[src/rtl/cnn_pkg.sv]
`default_nettype none
// +----------------------------------------------------------------------+
// | cnn_pkg                                                              |
// | Shared types and constants for the CNN forward-pass blocks.          |
// | Revision: 1.0 - initial release                                      |
// +----------------------------------------------------------------------+
package cnn_pkg;

  // Default signed element width used by the feature-map buffers
  localparam int DEF_DATA_W = 8;

  // Pooling window edge length (2x2 window, stride 2)
  localparam int POOL_WIN = 2;

  // Pooling engine control states
  typedef enum logic [2:0] {
    ST_IDLE     = 3'd0,
    ST_READ     = 3'd1,
    ST_DRAIN    = 3'd2,
    ST_DONE     = 3'd3,
    ST_WAIT_LOW = 3'd4
  } pool_state_e;

endpackage
`default_nettype wire

[src/rtl/pool_addr_gen.sv]
`default_nettype none
// +----------------------------------------------------------------------+
// | pool_addr_gen                                                        |
// | Walks the input map window by window (raster order), emitting one    |
// | read address per issue, a last-read flag, and the element index      |
// | re-timed to line up with the returning read data.                    |
// | Revision: 1.0 - initial release                                      |
// +----------------------------------------------------------------------+
module pool_addr_gen
  import cnn_pkg::*;
#(
  parameter int FMAP_H = 8,
  parameter int FMAP_W = 8,
  parameter int ADDR_W = $clog2(FMAP_H * FMAP_W)
) (
  input  logic              clk,
  input  logic              reset,
  input  logic              clear_i,
  input  logic              issue_i,
  output logic              rd_en_o,
  output logic [ADDR_W-1:0] rd_addr_o,
  output logic              last_o,
  output logic              tag_vld_o,
  output logic [1:0]        tag_elem_o
);

  localparam int WIN_ROWS = FMAP_H / POOL_WIN;
  localparam int WIN_COLS = FMAP_W / POOL_WIN;
  localparam int R_W      = (WIN_ROWS > 1) ? $clog2(WIN_ROWS) : 1;
  localparam int C_W      = (WIN_COLS > 1) ? $clog2(WIN_COLS) : 1;

  localparam logic [R_W-1:0]    R_LAST      = R_W'(WIN_ROWS - 1);
  localparam logic [R_W-1:0]    R_ONE       = R_W'(1);
  localparam logic [C_W-1:0]    C_LAST      = C_W'(WIN_COLS - 1);
  localparam logic [C_W-1:0]    C_ONE       = C_W'(1);
  localparam logic [ADDR_W-1:0] A_ONE       = ADDR_W'(1);
  localparam logic [ADDR_W-1:0] A_ROW       = ADDR_W'(FMAP_W);
  localparam logic [ADDR_W-1:0] A_COL_STEP  = ADDR_W'(POOL_WIN);
  // From the last window of a row pair (base = 2r*W + W-2) to the first
  // window of the next pair (base = (2r+2)*W).
  localparam logic [ADDR_W-1:0] A_PAIR_STEP = ADDR_W'(FMAP_W + POOL_WIN);

  logic [R_W-1:0]    r_q, r_d;
  logic [C_W-1:0]    c_q, c_d;
  logic [1:0]        e_q, e_d;
  logic [ADDR_W-1:0] base_q, base_d;
  logic [ADDR_W-1:0] addr_w;

  logic              rd_en_q;
  logic [ADDR_W-1:0] rd_addr_q;
  logic [1:0]        elem1_q;
  logic              tag_vld_q;
  logic [1:0]        tag_elem_q;

  // Element address = window base + row offset (elem bit 1) + column offset (elem bit 0)
  always_comb begin
    addr_w = base_q;
    if (e_q[1]) addr_w = addr_w + A_ROW;
    if (e_q[0]) addr_w = addr_w + A_ONE;
  end

  // Window/element counter advance, one element per issued read
  always_comb begin
    r_d    = r_q;
    c_d    = c_q;
    e_d    = e_q;
    base_d = base_q;
    if (clear_i) begin
      r_d    = '0;
      c_d    = '0;
      e_d    = '0;
      base_d = '0;
    end else if (issue_i) begin
      e_d = e_q + 2'd1;
      if (e_q == 2'd3) begin
        if (c_q == C_LAST) begin
          c_d    = '0;
          base_d = base_q + A_PAIR_STEP;
          r_d    = (r_q == R_LAST) ? '0 : (r_q + R_ONE);
        end else begin
          c_d    = c_q + C_ONE;
          base_d = base_q + A_COL_STEP;
        end
      end
    end
  end

  assign last_o = (e_q == 2'd3) && (c_q == C_LAST) && (r_q == R_LAST);

  // Counter state plus the read strobe/address and a two-stage element tag
  always_ff @(posedge clk) begin
    if (reset) begin
      r_q        <= '0;
      c_q        <= '0;
      e_q        <= '0;
      base_q     <= '0;
      rd_en_q    <= 1'b0;
      rd_addr_q  <= '0;
      elem1_q    <= '0;
      tag_vld_q  <= 1'b0;
      tag_elem_q <= '0;
    end else begin
      r_q        <= r_d;
      c_q        <= c_d;
      e_q        <= e_d;
      base_q     <= base_d;
      rd_en_q    <= issue_i;
      if (issue_i) begin
        rd_addr_q <= addr_w;
        elem1_q   <= e_q;
      end
      tag_vld_q  <= rd_en_q;
      tag_elem_q <= elem1_q;
    end
  end

  assign rd_en_o    = rd_en_q;
  assign rd_addr_o  = rd_addr_q;
  assign tag_vld_o  = tag_vld_q;
  assign tag_elem_o = tag_elem_q;

endmodule
`default_nettype wire

[src/rtl/max_pool_unit.sv]
`default_nettype none
// +----------------------------------------------------------------------+
// | max_pool_unit                                                        |
// | 2x2 stride-2 signed max-pooling engine. Streams the input map from   |
// | a read-latency-1 buffer, keeps a running max per window and writes   |
// | one pooled element every 4 cycles, then pulses done_p.               |
// | Build option: POOL_RELU_EN - clamp pooled results to >= 0.           |
// | Revision: 1.0 - initial release                                      |
// +----------------------------------------------------------------------+
module max_pool_unit
  import cnn_pkg::*;
#(
  parameter int DATA_W  = DEF_DATA_W,
  parameter int FMAP_H  = 8,
  parameter int FMAP_W  = 8,
  parameter int ADDR_W  = $clog2(FMAP_H * FMAP_W),
  parameter int OADDR_W = $clog2(FMAP_H * FMAP_W / 4)
) (
  input  logic               clk,
  input  logic               reset,
  input  logic               p_load,
  output logic               done_p,
  output logic               rd_en,
  output logic [ADDR_W-1:0]  rd_addr,
  input  logic [DATA_W-1:0]  rd_data,
  output logic               wr_en,
  output logic [OADDR_W-1:0] wr_addr,
  output logic [DATA_W-1:0]  wr_data,
  output logic               busy
);

  if ((FMAP_H < 2) || ((FMAP_H % 2) != 0)) begin : g_bad_fmap_h
    $error("max_pool_unit: FMAP_H must be even and >= 2");
  end
  if ((FMAP_W < 2) || ((FMAP_W % 2) != 0)) begin : g_bad_fmap_w
    $error("max_pool_unit: FMAP_W must be even and >= 2");
  end

  localparam logic [OADDR_W-1:0] K_ONE = OADDR_W'(1);

  pool_state_e        state_q, state_d;
  logic               drain_q, drain_d;
  logic               done_q, done_d;
  logic               busy_q, busy_d;
  logic [OADDR_W-1:0] k_q, k_d;
  logic [DATA_W-1:0]  mx_q, mx_d;
  logic               wr_en_q, wr_en_d;
  logic [OADDR_W-1:0] wr_addr_q, wr_addr_d;
  logic [DATA_W-1:0]  wr_data_q, wr_data_d;

  logic               issue_w;
  logic               clear_w;
  logic               last_w;
  logic               tag_vld_w;
  logic [1:0]         tag_elem_w;
  logic [DATA_W-1:0]  max_w;
  logic [DATA_W-1:0]  res_w;

  assign issue_w = (state_q == ST_READ);
  assign clear_w = (state_q == ST_IDLE);

  pool_addr_gen #(
    .FMAP_H (FMAP_H),
    .FMAP_W (FMAP_W),
    .ADDR_W (ADDR_W)
  ) u_addr_gen (
    .clk        (clk),
    .reset      (reset),
    .clear_i    (clear_w),
    .issue_i    (issue_w),
    .rd_en_o    (rd_en),
    .rd_addr_o  (rd_addr),
    .last_o     (last_w),
    .tag_vld_o  (tag_vld_w),
    .tag_elem_o (tag_elem_w)
  );

  // Control FSM: next state, drain counter and registered status flags.
  // busy/done follow the current state so they line up with rd_en timing.
  always_comb begin
    state_d = state_q;
    drain_d = 1'b0;
    case (state_q)
      ST_IDLE:     if (p_load) state_d = ST_READ;
      ST_READ:     if (last_w) state_d = ST_DRAIN;
      ST_DRAIN: begin
        drain_d = ~drain_q;
        if (drain_q) state_d = ST_DONE;
      end
      ST_DONE:     state_d = ST_WAIT_LOW;
      ST_WAIT_LOW: if (!p_load) state_d = ST_IDLE;
      default:     state_d = ST_IDLE;
    endcase
    done_d = (state_q == ST_DONE);
    busy_d = (state_q != ST_IDLE);
  end

  // Compare datapath: running max per window, write on the fourth element
  always_comb begin
    max_w = ($signed(rd_data) > $signed(mx_q)) ? rd_data : mx_q;
`ifdef POOL_RELU_EN
    res_w = max_w[DATA_W-1] ? '0 : max_w;
`else
    res_w = max_w;
`endif
    mx_d      = mx_q;
    k_d       = k_q;
    wr_en_d   = 1'b0;
    wr_addr_d = wr_addr_q;
    wr_data_d = wr_data_q;
    if (clear_w) k_d = '0;
    if (tag_vld_w) begin
      mx_d = (tag_elem_w == 2'd0) ? rd_data : max_w;
      if (tag_elem_w == 2'd3) begin
        wr_en_d   = 1'b1;
        wr_addr_d = k_q;
        wr_data_d = res_w;
        k_d       = k_q + K_ONE;
      end
    end
  end

  // State and output registers; reset drops any in-flight window
  always_ff @(posedge clk) begin
    if (reset) begin
      state_q   <= ST_IDLE;
      drain_q   <= 1'b0;
      done_q    <= 1'b0;
      busy_q    <= 1'b0;
      k_q       <= '0;
      mx_q      <= '0;
      wr_en_q   <= 1'b0;
      wr_addr_q <= '0;
      wr_data_q <= '0;
    end else begin
      state_q   <= state_d;
      drain_q   <= drain_d;
      done_q    <= done_d;
      busy_q    <= busy_d;
      k_q       <= k_d;
      mx_q      <= mx_d;
      wr_en_q   <= wr_en_d;
      wr_addr_q <= wr_addr_d;
      wr_data_q <= wr_data_d;
    end
  end

  assign done_p  = done_q;
  assign busy    = busy_q;
  assign wr_en   = wr_en_q;
  assign wr_addr = wr_addr_q;
  assign wr_data = wr_data_q;

endmodule
`default_nettype wire

[config.mk]
export PLATFORM = sky130hd
export DESIGN_NAME = max_pool_unit
export DESIGN_NICKNAME = d
export VERILOG_FILES = /design/src/rtl/cnn_pkg.sv /design/src/rtl/pool_addr_gen.sv /design/src/rtl/max_pool_unit.sv
export SDC_FILE = /design/constraint.sdc
export NUM_CORES = 1
export LEC_CHECK = 0
export CAP_MARGIN = 20
export CORE_ASPECT_RATIO = 0.6
export CORE_MARGIN = 1.5
export CORE_UTILIZATION = 59
export CTS_BUF_LIST = sky130_fd_sc_hd__clkbuf_8 sky130_fd_sc_hd__clkbuf_16
export DETAILED_ROUTE_END_ITERATION = 12
export GPL_ROUTABILITY_DRIVEN = 0
export PLACE_DENSITY = 0.82
export SLEW_MARGIN = 10
export SYNTH_ARGS = -nofsm -noshare
export SYNTH_HDL_FRONTEND = slang
export SYNTH_HIERARCHICAL = 1
export SYNTH_SLANG_ARGS = --single-unit
[constraint.sdc]
create_clock -name clk -period 4.1 [get_ports clk]
set_clock_uncertainty 0.15 [all_clocks]
set_input_delay 0.82 -clock clk [delete_from_list [all_inputs] [get_ports clk]]
set_output_delay 0.82 -clock clk [all_outputs]
set_load 0.005 [all_outputs]
==> impl_metrics.py <==
metrics = {
    "yosys": {
        "async_set_or_reset_flop_fraction_in_the_synthesized_netlist_pct": 0,
        "synth_area_um2": 2550,
        "syn-mean-instance-area_um2": 8.97,
        "ys_top_cells_by_area": "dfxtp_1, mux2i_1, ha_1, nor2_1, nand2b_1",
        "post-synth-top-count-cell": "dfxtp_1",
        "synth_largest_area_cell": "dfxtp_1",
        "synth_warnings": 6,
        "synth.yosys.seq_area_share_pct": 41.7,
        "synth_edf_count": 0,
        "ys_top_cells_by_count": "dfxtp_1, nor2_1, mux2i_1",
        "synthDominantCellAreaShare_pct": 41.7,
        "yosys_register_bits": 53,
        "net_count_synth": 310,
        "synth_cells": 284,
        "yosys_most_used_dff": "dfxtp_1",
        "synthDistinctLibCells": 43,
    },
    "critical_path": {
        "cp-end-kind": "flop",
        "path_class": "input pin to flop",
        "timing.critical_path.fanout_max": 16,
        "cp_top_family": "compound AO/OA/AOI/OAI gates",
        "crit_path_cell_trace": "clkdlybuf4s50_1 > ha_1 > nand4_2 > nand2b_1 > a21oi_2 > o21ai_0 > a311oi_2",
        "worst_ep_required_time_ps": 4190,
        "slowest_stage": "clkdlybuf4s50_1",
        "cp_slowest_stage_delay_ps": 480,
        "timing.critical_path.buf_inv": 1,
        "start_kind": "input pin",
        "critPathArrivalTime_ps": 2920,
    },
    "grt": {
        "met3_usage_pct": 4.75,
        "grt_pass1_vias": 1737,
        "grt_most_used_layer": "met1",
        "met2_usage_pct": 32.2,
        "antenna_violations_before_repair": 0,
        "met1_usage_pct": 35.4,
        "first_pass_grt_wire_length_um": 8230,
        "global_route.overflow_total": 0,
        "grt_max_degree": 25,
        "grt_use_total_pct": 23.3,
    },
    "detailed_routing": {
        "postRouteWirelength_um": 5030,
        "wl_per_cell_um": 13.6,
        "detailroute.via_count": 2006,
        "initial_drc_count": 78,
        "post_drt_via_cell_ratio": 5.42,
        "drt-pass1-iter-count": 4,
        "ant_nets": 0,
        "drc": 0,
    },
    "floorplan": {
        "row_count": 18,
        "ioPinCount": 33,
        "design.die.area_um2": 4730,
        "floorplan.core_area_um2": 4120,
        "chipWidth_um": 87.8,
        "floorplan.initialDensity_pct": 61.8,
        "dieHeight_um": 53.9,
    },
    "clocking": {
        "max-clock-path-buffers": 2,
        "clock_pin_transition_on_the_worst_setup_and_hold_timing_paths_ps": 90,
        "cts_tree": "built",
        "cts_resized": 0,
        "cts_sinks": 53,
        "cts_inserted_buffers": 5,
        "worst_skew_pair.late_latency_ps": 320,
        "cts.htree.levels": 2,
        "post_cts_hold_buffers": 0,
        "postCtsSetupBuffers": 0,
        "master_cell_of_the_clock_root_buffer": "clkbuf_8",
    },
    "layout": {
        "layout.area.seq_um2": 1060,
        "finalNonFillerCells": 370,
        "num_antenna_cells": 0,
        "flow.area_growth_from_synthesis_pct": 16.8,
        "layout_cell_share_with_drive_strength_beyond_1_pct": 6.77,
        "final_nets": 335,
        "multi_input_gate_area_in_the_final_layout_um2": 1360,
        "fillCellCount": 328,
    },
    "timing": {
        "post-route-period-util_pct": 69.2,
        "finalSetupViolations": 0,
        "fin_max_slew_vios": 0,
        "timing.slew.headroom_pct": 46.5,
        "fin_crit_ps": 2840,
        "rsz0062_at_grt": "false",
        "setup_tns_ps": 0,
        "transition_time_of_the_tightest_slew_check_pin_ps": 802,
        "final_hold_viols": 0,
        "fmaxAchievable_mhz": 353,
    },
    "run": {
        "max_cap_violations": 0,
    },
    "pwr": {
        "power_density_nw_per_um2": 311,
        "power_frac_seq_pct": 57.1,
        "power.net_switching_w": 0.000237,
        "clkPwrFrac_pct": 33.1,
        "power_switching_share_pct": 25.6,
        "pwr-share-comb_pct": 9.8,
        "power.internal_w": 0.000687,
        "irDropWorstVdd_mv": 0.209,
        "power_leakage_nw": 1.05,
    },
    "placed_design": {
        "place_hpwl_um": 3500,
        "placed_cells": 362,
        "port_buffers": 32,
    },
    "min_path": {
        "hold_path_class": "flop to flop",
    },
    "status": {
        "run_status": "completed",
    },
}
==> final timing paths <==
check	slack (ps)	end	cells after the start	from
max	1260	wr_data[7]	7	rd_data[6]
min	270	drain_q	1	drain_q
max reg2reg	1840	wr_data[7]	7	mx_q[7]
min reg2reg	270	drain_q	1	drain_q
==> state kept, by name (all words and copies together) (netlist names), 3 cells and up <==
register / flops
wr_addr: 4
u_addr_gen/rd_addr_o: 6
state_q: 3
wr_data: 8
mx_q: 8
u_addr_gen/base_q: 5
k_q: 4
==> stage by stage <==
step / worst slack, ps / power [W] / hold WS [ps] / instance area [um2] / util [%]
2_1_floorplan: 1670 / 0.000599 / 245 / 2550 / -
3_3_place_gp: 1030 / 0.000627 / 262 / 2880 / 69.9
3_5_place_dp: 973 / 0.000628 / 262 / 2880 / 69.9
4_1_cts: 1300 / 0.000930 / 275 / 2970 / 72.1
5_1_grt: 1120 / 0.000961 / 290 / 2970 / 72.1
6_report: 1260 / 0.000924 / 275 / 2970 / 72.1
==> kinds of logic after synthesis <==
group                      Yosys count  share of synthesized area (%)
DFF                                 53                           41.7
buffers and inverters               29                           5.31
xor gates and xnor gates             7                           2.41
AOI/OAI and AO/OA                   48                           12.5
muxes                               20                           7.86
and+or+nand+nor                    112                           22.9
adders and majority gates           15                           7.37
==> power by group through the flow <==
stage	clock network, W	logic (W)	registers [W]
finish	0.000306	0.0000906	0.000528
global route	0.000333	0.0000997	0.000529
CTS	0.000313	0.0000899	0.000528
detailed placement	0	0.0000888	0.000540
global placement	0	0.0000879	0.000539
floorplan	0	0.0000614	0.000537
==> per-layer routing <==
layer	up-vias	part of all wire [%]
met2	53	39
met1	912	55
met4	0	1.7
met3	11	4.2
li1	1030	-
met5	-	0
==> cell type report <==
type / instances / area share (%)
Inverter: 12 / 1.52
Tap cell: 60 / 2.53
Clock buffer: 5 / 2.31
Multi-Input combinational cell: 202 / 45.6
Clock inverter: 3 / 0.842
Sequential cell: 53 / 35.7
Timing Repair Buffer: 35 / 11.5
==> placed cells by master (no fill, tap or decap), drive strengths merged, types with 3 or more instances in the layout <==
cell,count
nor2,34
a21oi,18
xnor2,5
a211oi,4
or3,11
nor2b,8
inv,13
mux2i,20
ha,15
a311oi,8
clkdlybuf4s50,32
clkbuf,5
buf,3
nor3,4
nand4,3
nand2b,18
nand2,17
and3,4
o21ai,11
dfxtp,53
nand3,6
Power figures use the tool's default switching activity.
